$ cat src/rtl/fpu_pkg.sv
// Shared FPU definitions: opcodes, IEEE-754 single field widths, divider state
// encoding and flag bundle.
package fpu_pkg;

  localparam logic [3:0] FPU_OP_DIV  = 4'd3;
  localparam logic [3:0] FPU_OP_PASS = 4'd9;

  localparam int unsigned EXP_W  = 8;
  localparam int unsigned FRAC_W = 23;
  localparam int unsigned MANT_W = 24;
  localparam int unsigned SEXP_W = 10;
  localparam int unsigned QBITS  = 26;
  localparam int unsigned CNT_W  = 5;

  localparam logic [SEXP_W-1:0] EXP_BIAS  = 10'd127;
  localparam logic [31:0]       QNAN      = 32'h7FC0_0000;
  localparam logic [30:0]       INF_MAG   = {8'hFF, 23'h0};
  localparam logic [CNT_W-1:0]  LAST_STEP = CNT_W'(QBITS - 1);

  typedef enum logic [2:0] {
    DIV_IDLE,
    DIV_UNPACK,
    DIV_DIVIDE,
    DIV_NORM,
    DIV_DONE
  } div_state_t;

  typedef struct packed {
    logic div_zero;
    logic invalid;
    logic overflow;
    logic underflow;
  } div_flags_t;

endpackage

$ cat src/rtl/fpu_unpack.sv
// Combinational IEEE-754 single field split and classification; denormals
// report a zero mantissa so callers can flush them.
module fpu_unpack
  import fpu_pkg::*;
(
  input  logic [31:0]       i_op,
  output logic              o_sign,
  output logic [EXP_W-1:0]  o_exp,
  output logic [MANT_W-1:0] o_mant,
  output logic              o_is_zero,
  output logic              o_is_inf,
  output logic              o_is_nan,
  output logic              o_is_denorm
);

  logic [FRAC_W-1:0] w_frac;
  logic              w_exp_min;
  logic              w_exp_max;
  logic              w_frac_nz;

  assign o_sign    = i_op[31];
  assign o_exp     = i_op[30:23];
  assign w_frac    = i_op[22:0];
  assign w_exp_min = (o_exp == '0);
  assign w_exp_max = (o_exp == '1);
  assign w_frac_nz = (w_frac != '0);

  assign o_is_zero   = w_exp_min & ~w_frac_nz;
  assign o_is_denorm = w_exp_min &  w_frac_nz;
  assign o_is_inf    = w_exp_max & ~w_frac_nz;
  assign o_is_nan    = w_exp_max &  w_frac_nz;
  assign o_mant      = w_exp_min ? '0 : {1'b1, w_frac};

endmodule

$ cat src/rtl/fpu_div_seq.sv
// Iterative IEEE-754 single divider, radix-2 restoring, one quotient bit per
// cycle. Define FPU_DIV_ROUND_NEAREST_EN for round-to-nearest-even (default truncation).
module fpu_div_seq
  import fpu_pkg::*;
#(
  parameter logic [3:0] DIV_OPCODE = FPU_OP_DIV
) (
  input  logic        clk,
  input  logic        rst_n,
  input  logic        start,
  input  logic [3:0]  operation,
  input  logic [31:0] a,
  input  logic [31:0] b,
  output logic        busy,
  output logic        done,
  output logic [31:0] result,
  output logic        div_zero,
  output logic        invalid,
  output logic        overflow,
  output logic        underflow
);

`ifdef FPU_DIV_ROUND_NEAREST_EN
  localparam logic RNE_EN = 1'b1;
`else
  localparam logic RNE_EN = 1'b0;
`endif

  div_state_t               r_state;
  div_state_t               w_state_nxt;
  logic [31:0]              r_a;
  logic [31:0]              r_b;
  logic                     r_sign;
  logic signed [SEXP_W-1:0] r_exp;
  logic [MANT_W-1:0]        r_mb;
  logic [MANT_W:0]          r_rem;
  logic [QBITS-1:0]         r_q;
  logic [CNT_W-1:0]         r_cnt;
  logic [31:0]              r_pend_res;
  div_flags_t               r_pend_flags;
  logic                     r_busy;
  logic                     r_done;
  logic [31:0]              r_result;
  div_flags_t               r_flags;

  logic                     w_accept;

  logic                     w_ua_sign, w_ub_sign;
  logic [EXP_W-1:0]         w_ua_exp, w_ub_exp;
  logic [MANT_W-1:0]        w_ua_mant, w_ub_mant;
  logic                     w_ua_zero, w_ua_inf, w_ua_nan, w_ua_dn;
  logic                     w_ub_zero, w_ub_inf, w_ub_nan, w_ub_dn;
  logic                     w_a_zero, w_b_zero;
  logic                     w_sign;
  logic                     w_bad;
  logic                     w_special;
  logic [31:0]              w_sp_res;
  div_flags_t               w_sp_flags;
  logic [SEXP_W-1:0]        w_exp_raw;

  logic                     w_ge;
  logic [MANT_W:0]          w_diff;
  logic [MANT_W:0]          w_rem_nxt;

  logic                     w_hi;
  logic [FRAC_W-1:0]        w_frac;
  logic                     w_guard;
  logic                     w_sticky;
  logic                     w_inc;
  logic                     w_carry;
  logic [FRAC_W-1:0]        w_frac_r;
  logic signed [SEXP_W-1:0] w_exp_n;
  logic signed [SEXP_W-1:0] w_exp_f;
  logic [31:0]              w_nm_res;
  div_flags_t               w_nm_flags;

  assign w_accept = start && (operation == DIV_OPCODE);

  fpu_unpack u_unpack_a (
    .i_op        (r_a),
    .o_sign      (w_ua_sign),
    .o_exp       (w_ua_exp),
    .o_mant      (w_ua_mant),
    .o_is_zero   (w_ua_zero),
    .o_is_inf    (w_ua_inf),
    .o_is_nan    (w_ua_nan),
    .o_is_denorm (w_ua_dn)
  );

  fpu_unpack u_unpack_b (
    .i_op        (r_b),
    .o_sign      (w_ub_sign),
    .o_exp       (w_ub_exp),
    .o_mant      (w_ub_mant),
    .o_is_zero   (w_ub_zero),
    .o_is_inf    (w_ub_inf),
    .o_is_nan    (w_ub_nan),
    .o_is_denorm (w_ub_dn)
  );

  // Denormals are flushed, so they classify as zero from here on.
  assign w_a_zero  = w_ua_zero | w_ua_dn;
  assign w_b_zero  = w_ub_zero | w_ub_dn;
  assign w_sign    = w_ua_sign ^ w_ub_sign;
  assign w_bad     = w_ua_nan | w_ub_nan | (w_a_zero & w_b_zero) | (w_ua_inf & w_ub_inf);
  assign w_special = w_bad | w_ua_inf | w_ub_inf | w_a_zero | w_b_zero;
  assign w_exp_raw = {2'b00, w_ua_exp} - {2'b00, w_ub_exp} + EXP_BIAS;

  always_comb begin
    w_sp_res   = {w_sign, 31'h0};
    w_sp_flags = '0;
    if (w_bad) begin
      w_sp_res           = QNAN;
      w_sp_flags.invalid = 1'b1;
    end else if (w_ua_inf) begin
      w_sp_res = {w_sign, INF_MAG};
    end else if (w_b_zero) begin
      w_sp_res            = {w_sign, INF_MAG};
      w_sp_flags.div_zero = 1'b1;
    end
  end

  // Remainder stays below 2*mb, so 25 bits always suffice.
  assign w_ge      = (r_rem >= {1'b0, r_mb});
  assign w_diff    = w_ge ? (r_rem - {1'b0, r_mb}) : r_rem;
  assign w_rem_nxt = w_diff << 1;

  assign w_hi     = r_q[QBITS-1];
  assign w_frac   = w_hi ? r_q[24:2] : r_q[23:1];
  assign w_guard  = w_hi ? r_q[1]    : r_q[0];
  assign w_sticky = (w_hi & r_q[0]) | (r_rem != '0);
  assign w_exp_n  = w_hi ? r_exp : (r_exp - 10'sd1);
  assign w_inc    = RNE_EN & w_guard & (w_sticky | w_frac[0]);

  // A carry out of the fraction leaves it zero, i.e. mantissa 0x800000 one binade up.
  assign {w_carry, w_frac_r} = {1'b0, w_frac} + {{FRAC_W{1'b0}}, w_inc};
  assign w_exp_f = w_carry ? (w_exp_n + 10'sd1) : w_exp_n;

  always_comb begin
    w_nm_res   = {r_sign, w_exp_f[7:0], w_frac_r};
    w_nm_flags = '0;
    if (w_exp_f >= 10'sd255) begin
      w_nm_res            = {r_sign, INF_MAG};
      w_nm_flags.overflow = 1'b1;
    end else if (w_exp_f <= 10'sd0) begin
      w_nm_res             = {r_sign, 31'h0};
      w_nm_flags.underflow = 1'b1;
    end
  end

  always_ff @(posedge clk or negedge rst_n) begin
    if (!rst_n) r_state <= DIV_IDLE;
    else        r_state <= w_state_nxt;
  end

  always_comb begin
    w_state_nxt = r_state;
    case (r_state)
      DIV_IDLE:   if (w_accept) w_state_nxt = DIV_UNPACK;
      DIV_UNPACK: w_state_nxt = w_special ? DIV_DONE : DIV_DIVIDE;
      DIV_DIVIDE: if (r_cnt == LAST_STEP) w_state_nxt = DIV_NORM;
      DIV_NORM:   w_state_nxt = DIV_DONE;
      DIV_DONE:   w_state_nxt = DIV_IDLE;
      default:    w_state_nxt = DIV_IDLE;
    endcase
  end

  always_ff @(posedge clk or negedge rst_n) begin
    if (!rst_n) begin
      r_a          <= '0;
      r_b          <= '0;
      r_sign       <= 1'b0;
      r_exp        <= '0;
      r_mb         <= '0;
      r_rem        <= '0;
      r_q          <= '0;
      r_cnt        <= '0;
      r_pend_res   <= '0;
      r_pend_flags <= '0;
      r_busy       <= 1'b0;
      r_done       <= 1'b0;
      r_result     <= '0;
      r_flags      <= '0;
    end else begin
      r_done <= 1'b0;
      case (r_state)
        DIV_IDLE: begin
          if (w_accept) begin
            r_a     <= a;
            r_b     <= b;
            r_busy  <= 1'b1;
            r_flags <= '0;
          end
        end
        DIV_UNPACK: begin
          r_sign       <= w_sign;
          r_exp        <= $signed(w_exp_raw);
          r_mb         <= w_ub_mant;
          r_rem        <= {1'b0, w_ua_mant};
          r_q          <= '0;
          r_cnt        <= '0;
          r_pend_res   <= w_sp_res;
          r_pend_flags <= w_sp_flags;
        end
        DIV_DIVIDE: begin
          r_q   <= {r_q[QBITS-2:0], w_ge};
          r_rem <= w_rem_nxt;
          r_cnt <= r_cnt + 5'd1;
        end
        DIV_NORM: begin
          r_pend_res   <= w_nm_res;
          r_pend_flags <= w_nm_flags;
        end
        DIV_DONE: begin
          r_done   <= 1'b1;
          r_busy   <= 1'b0;
          r_result <= r_pend_res;
          r_flags  <= r_pend_flags;
        end
        default: ;
      endcase
    end
  end

  assign busy      = r_busy;
  assign done      = r_done;
  assign result    = r_result;
  assign div_zero  = r_flags.div_zero;
  assign invalid   = r_flags.invalid;
  assign overflow  = r_flags.overflow;
  assign underflow = r_flags.underflow;

endmodule
$ cat config.mk
export PLATFORM = sky130hd
export DESIGN_NAME = fpu_div_seq
export DESIGN_NICKNAME = d
export VERILOG_FILES = /design/src/rtl/fpu_pkg.sv /design/src/rtl/fpu_unpack.sv /design/src/rtl/fpu_div_seq.sv
export SDC_FILE = /design/constraint.sdc
export NUM_CORES = 1
export LEC_CHECK = 0
export CORE_ASPECT_RATIO = 1.4
export CORE_MARGIN = 2
export CORE_UTILIZATION = 25
export DETAILED_ROUTE_END_ITERATION = 7
export PLACE_DENSITY = 0.46
export SYNTH_ARGS = -nofsm -noshare
export SYNTH_HDL_FRONTEND = slang
export SYNTH_HIERARCHICAL = 1
export SYNTH_SLANG_ARGS = --single-unit
$ cat constraint.sdc
create_clock -name clk -period 2.8 [get_ports clk]
set_clock_uncertainty 0.15 [all_clocks]
set_input_delay 0.28 -clock clk [delete_from_list [all_inputs] [get_ports clk]]
set_output_delay 0.28 -clock clk [all_outputs]
set_load 0.02 [all_outputs]
* Word-level counts from Yosys, hierarchy flattened
Index checks and enable logic that the tools add are counted.
W data, S select, Z words.
** Operators by class
- $add $sub $neg :: 5
- Order comparisons :: 3
- Eq/ne operators :: 10
- Mux-type cells :: 31
- Bitwise logic cells :: 22
- Reductions and logical operators :: 12
** Operators with widths (number)
- $mux W31 :: 4
- $mux W24 :: 3
- $pmux W32 S2 :: 1
- $pmux W26 S2 :: 1
- $pmux W25 S2 :: 1
- $reduce_bool A23 Y1 :: 2
- $mux W32 :: 1
- $ge A25 B24 Y1 :: 1
- $sub A24 B24 Y24 :: 1
- $mux W23 :: 1
- $eq A8 B8 Y1 const B :: 2
- $logic_not A8 Y1 :: 2
- $pmux W4 S2 :: 2
- $pmux W3 S4 :: 1
- $add A9 B8 Y10 const B :: 1
- $and A1 B1 Y1 :: 10
- $ge A10 B9 Y1 const B :: 1
- $le A10 B1 Y1 const B :: 1
- $mux W10 :: 1
- $pmux W5 S2 :: 1
- $sub A10 B2 Y10 const B :: 1
- $mux W1 :: 9
- $mux W3 :: 3
- $or A1 B1 Y1 :: 9
- other kinds (16) :: 23
** Word-level totals
- Register bits :: 232
- Input bits :: 71
- Word-level logic and storage cells :: 104

* Depth between registers and ports, before layout
- Depth in word-level cells :: 13
- Depth in mapped cells :: 13

* Modules after synthesis
Netlist, hierarchy kept.
** By module, submodules not included
- fpu_div_seq :: times used 1, cells each 1075, area an instance 11466.0 sq um, seq. area each 5805.6 sq um
- fpu_unpack :: times used 2, cells each 54, area an instance 367.9 sq um, seq. area each 0.0 sq um

* Worst setup path before layout
No wires, ideal clock.
- Path type :: reg-to-reg
- Start point :: register r_a[23]
- End point :: register r_exp[8]
- Arrival time :: 2.579 ns
- Data required time :: 2.522 ns
- Setup slack :: -0.057 ns
- Stages on the path, launching flop included :: 13
- Path buffers :: 1
- Period minus slack after synthesis :: 2.857 ns
- Cell sequence :: dfrtp_1 > buf_4 > inv_1 > ha_1 > inv_1 > fa_1 > a21o_1 > a21oi_1 > xnor2_1 > a2111oi_0 > nor2b_1 > or3_1 > nand3_1
** On the way
- Cells in the longest elaborated chain, start to end :: 2
** Ends and longest elaborated chain
- start, declared :: RTL line fpu_div_seq.sv:31 : logic [31:0] r_a;
- start signal, assigned :: RTL line fpu_div_seq.sv:170 : r_a <= '0;
- start signal, assigned :: RTL line fpu_div_seq.sv:189 : r_a <= a;
- $sub A8 B8 Y9 :: RTL line fpu_div_seq.sv:107 : assign w_exp_raw = {2'b00, w_ua_exp} - {2'b00, w_ub_exp} + EXP_BIAS;
- $add A9 B8 Y10 :: RTL line fpu_div_seq.sv:107
- end signal, assigned :: RTL line fpu_div_seq.sv:197 : r_exp <= $signed(w_exp_raw);
- end, declared :: RTL line fpu_div_seq.sv:34 : logic signed [SEXP_W-1:0] r_exp;
No other way between the ends.
A chain may end at the register's enable or synchronous reset.

* Final worst setup path
- Start point :: register r_rem[16]
- End point :: register r_rem[24]
** On the way
- Cells in the longest elaborated chain, start to end :: 3
- Elaborated cells between the ends (all ways) :: 4
- Classes of those cells :: add/sub (1); order compare (1); mux (2)
** Ends and longest elaborated chain
- start, declared :: RTL line fpu_div_seq.sv:36 : logic [MANT_W:0] r_rem;
- start signal, assigned :: RTL line fpu_div_seq.sv:199 : r_rem <= {1'b0, w_ua_mant};
- start signal, assigned :: RTL line fpu_div_seq.sv:207 : r_rem <= w_rem_nxt;
- $sub A24 B24 Y24 or $ge A25 B24 Y1 (tied branches) :: RTL line fpu_div_seq.sv:125, fpu_div_seq.sv:124
- $mux W24 * :: RTL line fpu_div_seq.sv:125 : assign w_diff = w_ge ? (r_rem - {1'b0, r_mb}) : r_rem;
- $pmux W25 S2 * :: RTL line fpu_div_seq.sv:186 : case (r_state)
Mark *: on every way between the ends. The rest lies on a longest branch, timed or not.

==> reports/qor.log <==
INFO  global_route   global_route_wire_length_before_repair=51.49mm
INFO  floorplan      die_height=265.4um
INFO  routing        ant_nets=0
INFO  final_layout   final_cells=1,983
INFO  logic_synthesis edff_count_synth=0
INFO  logic_synthesis syn-num-nets=1,292
INFO  floorplan      die-width=190.7um
INFO  placement      place.gp.congestion=0.8070
INFO  critical_path  timing.critical_path.to=r_rem[24]$_DFFE_PN0P_
INFO  cts            clk_path_buf_depth=3
INFO  floorplan      initial_utilization=25.35%
INFO  routing        detail_route.first_pass.iterations=4
INFO  critical_path  worst-setup-path-type=reg -> reg
INFO  timing         hold_viol=0
INFO  logic_synthesis yosys_warnings=6
INFO  logic_synthesis postSynthAreaPerCell=10.31um2
INFO  critical_path  endpoint_kind=flop
INFO  placement      placement.cell_area=0.01442mm2
INFO  logic_synthesis synth_flop_cell=sky130_fd_sc_hd__dfrtp_1
INFO  final_layout   areaGrowthSynthToFinish=28.14%
INFO  final_layout   layout.cells.most_common_list=sky130_fd_sc_hd__dfrtp_1 (231), sky130_fd_sc_hd__nand2_1 (154), sky130_fd_sc_hd__clkdlybuf4s50_1 (107)
INFO  critical_path  r2r_slack=0.09ns
INFO  power_and_ir_drop design_power_total=17.55mW
INFO  cts            cts.clk_slew.worst_paths=0.06ns
INFO  power_and_ir_drop power.ir.vdd_worst=0.4762mV
INFO  timing         grt_setup_unrepaired=yes
INFO  cts            cts_root_buffer=sky130_fd_sc_hd__clkbuf_16
INFO  flow_run       cap_violations=0
INFO  cts            h-tree-depth=1
INFO  global_route   first_global_vias=9,437
INFO  global_route   track_usage=12.74%
INFO  logic_synthesis yosys_register_bits=232
INFO  critical_path  startpoint_type=flop
INFO  outcome        run_status=finished, final reports clean
INFO  floorplan      fp.dieArea=0.05062mm2
INFO  floorplan      core_box_area=0.04814mm2
INFO  timing         worst_slew_pin_slew=0.5524ns
INFO  power_and_ir_drop cellLeakagePower=6.688nW
INFO  placement      port_buffers=108
INFO  logic_synthesis synth_area=0.01220mm2
INFO  logic_synthesis ys_seq_area_share=47.58%
INFO  critical_path  cp.required=3.14ns
INFO  cts            clock_insertion_delay_worst_skew=0.56ns
INFO  timing         finalMaxSlewViolations=0
INFO  critical_path  worst_r2r_path_depth=8
INFO  logic_synthesis yosysTopAreaCellShare=47.58%
INFO  final_layout   layout-drive-gt1-share=23.74%
INFO  power_and_ir_drop power_density=1122mW/mm2
INFO  logic_synthesis synth.area.top_cells=sky130_fd_sc_hd__dfrtp_1 (48%), sky130_fd_sc_hd__mux2_2 (9.0%), sky130_fd_sc_hd__nand2_1 (4.7%), sky130_fd_sc_hd__ha_1 (3.7%), sky130_fd_sc_hd__mux2i_1 (3.4%)
INFO  logic_synthesis synth_async_sr_flop_share=100.0%
INFO  cts            numCtsBuffers=27
INFO  timing         period_share=96.61%
INFO  logic_synthesis yosysTopAreaCell=sky130_fd_sc_hd__dfrtp_1
INFO  critical_path  setup.worst_path.start=r_rem[16]$_DFFE_PN0P_
INFO  final_layout   sequential_cell_area=0.005807mm2
INFO  final_layout   layout.cell_area.non_filler=0.01564mm2
INFO  critical_path  r2r_start=r_rem[16]$_DFFE_PN0P_
INFO  logic_synthesis synthCells=1,183
INFO  routing        number_of_remaining_drc_errors=0
INFO  routing        routedWlPerCell=16.17um
INFO  global_route   antenna_found_initial=0
INFO  global_route   grt_start_max_net_pins=74
INFO  timing         worst_hold_slack=0.1254ns
INFO  timing         setup_viol=0
INFO  cts            cts_tree=yes
INFO  final_layout   num-fill-cells=4,921
INFO  floorplan      placement_rows=95
INFO  routing        detail_route.vias_per_cell=4.547
INFO  final_layout   mostFrequentLayoutCell=sky130_fd_sc_hd__dfrtp_1
INFO  routing        vias=9,017
INFO  min_path       hold_class=in -> async
INFO  critical_path  critical_path_arrival=3.05ns
INFO  global_route   overflow=0
INFO  floorplan      io-pin-count=109
INFO  timing         slew_headroom=63.17%
INFO  final_layout   multi_input_comb_area=0.006040mm2
INFO  critical_path  critical_path.reg2reg.endpoint=r_rem[24]$_DFFE_PN0P_
INFO  routing        detailedRoute.firstIterationViolations=343
INFO  placement      placed_cells=1,928
INFO  logic_synthesis yosys.cell_types.count=75
INFO  final_layout   fin_nets=1,442
INFO  cts            clock_net_sink_count=232
INFO  routing        route.final.wire_length=32.07mm
INFO  timing         max_clock_freq=369.7MHz
INFO  critical_path  critical_path_peak_fanout=6
INFO  placement      dp.final_hpwl=23.76mm
INFO  timing         period_needed=2.705ns
## critical path, cell delays in order (launching register included)
cell and delay [ns]:
sky130_fd_sc_hd__dfrtp_1 0.40, sky130_fd_sc_hd__ha_1 0.37, sky130_fd_sc_hd__a21o_1 0.19, sky130_fd_sc_hd__a21oi_1 0.20, sky130_fd_sc_hd__nor3b_1 0.36, sky130_fd_sc_hd__a2111oi_2 0.14, sky130_fd_sc_hd__o31a_2 0.34, sky130_fd_sc_hd__or3_1 0.36
sky130_fd_sc_hd__a21oi_2 0.12
## state kept, by name, indices dropped and copies added (netlist names), 5 cells and up
register	count
r_a	32
r_b	32
r_pend_res	32
result	32
r_q	26
r_rem	25
r_mb	24
r_exp	10
r_cnt	5
## cells in the mapped netlist, types with 3 or more instances
master / instances
sky130_fd_sc_hd__a21o_1: 13
sky130_fd_sc_hd__nand2_1: 154
sky130_fd_sc_hd__o21a_1: 10
sky130_fd_sc_hd__a31oi_1: 5
sky130_fd_sc_hd__ha_1: 36
sky130_fd_sc_hd__nor4_1: 17
sky130_fd_sc_hd__a22o_1: 27
sky130_fd_sc_hd__nand3_1: 10
sky130_fd_sc_hd__or3_1: 6
sky130_fd_sc_hd__nand2b_1: 10
sky130_fd_sc_hd__and2_1: 22
sky130_fd_sc_hd__nor2b_1: 10
sky130_fd_sc_hd__buf_2: 6
sky130_fd_sc_hd__and3_1: 22
sky130_fd_sc_hd__nor3_1: 10
sky130_fd_sc_hd__a211oi_1: 6
sky130_fd_sc_hd__buf_1: 9
sky130_fd_sc_hd__mux2i_1: 42
sky130_fd_sc_hd__xnor2_1: 22
sky130_fd_sc_hd__a21oi_1: 53
sky130_fd_sc_hd__xor2_1: 14
sky130_fd_sc_hd__clkbuf_1: 35
sky130_fd_sc_hd__nor3_2: 3
sky130_fd_sc_hd__nor2_1: 43
sky130_fd_sc_hd__or2_2: 5
sky130_fd_sc_hd__nand4_1: 13
sky130_fd_sc_hd__dfrtp_1: 232
sky130_fd_sc_hd__mux2_2: 97
sky130_fd_sc_hd__buf_4: 18
sky130_fd_sc_hd__o22a_1: 3
sky130_fd_sc_hd__nor3b_1: 4
sky130_fd_sc_hd__nand3b_1: 4
sky130_fd_sc_hd__clkbuf_2: 3
sky130_fd_sc_hd__and2_2: 30
sky130_fd_sc_hd__and4_1: 3
sky130_fd_sc_hd__inv_1: 45
sky130_fd_sc_hd__o21ai_0: 84
sky130_fd_sc_hd__o211ai_1: 5
sky130_fd_sc_hd__buf_6: 6
## layout make-up
cell class	instances	area share, %
antenna	1	0.01601
clock buffer	36	4.858
clock inverter	12	1.240
inverter	45	1.080
multi-input combinational	828	38.63
sequential	232	37.14
tap	630	5.042
timing repair buffer	199	12.00
## logic make-up after synthesis
group                    count (synthesis)  share of synthesized area, %
AND/OR/NAND/NOR                        378                         16.00
AO/OA/AOI/OAI                          237                         12.58
flip-flops                             232                         47.58
multiplexers                           139                         12.40
buffers and inverters                  123                         4.840
adder cells (fa/ha/maj)                 38                         4.020
XOR/XNOR                                36                         2.584
## layer usage
metal,routed length (um),global-route usage [%],vias to the layer above
li1,-,-,4439
met1,13270,14.98,4375
met4,935,4.253,0
met5,0,0,-
met2,16610,23.35,152
met3,1255,1.992,51
## where the power goes
part	internal, mW	total, mW	switching (mW)
Clock	2.35	3.80	1.44
Sequential	4.40	5.25	0.859
Combinational	4.19	8.50	4.30
## worst min path at each step
stage / to / cells past startpoint / from / slack [ns]
after CTS: result[20]$_DFFE_PN0P_ / 2 / rst_n / 0.14
after global placement: result[28]$_DFFE_PN0P_ / 1 / rst_n / 0.13
after floorplan: busy$_DFFE_PN0P_ / 0 / rst_n / -0.17
after detailed placement: result[25]$_DFFE_PN0P_ / 1 / rst_n / 0.14
final: result[25]$_DFFE_PN0P_ / 2 / rst_n / 0.13
after global routing: r_a[14]$_DFFE_PN0P_ / 2 / a[14] / 0.15
## repair_timing
action | 4_1_cts | 5_1_grt
endpoints found under the setup margin | 9 | 36
gates resized for setup | 4 | 35
endpoints found under the hold margin | 135 | 0
hold buffers | 1 | 0
pin swaps | 0 | 11
buffers inserted | 0 | 5
## stage by stage
stage	TNS [ns]	setup WS [ns]	util (%)
after floorplan	-0.009647	-0.009647	-
after global placement	-1.667	-0.2537	29.95
after detailed placement	-1.269	-0.2006	29.95
after CTS	0	0.0007339	31.98
after global routing	-0.1758	-0.03353	32.47
final	0	0.09483	32.48
No activity file was read; power rests on OpenSTA's default activity.
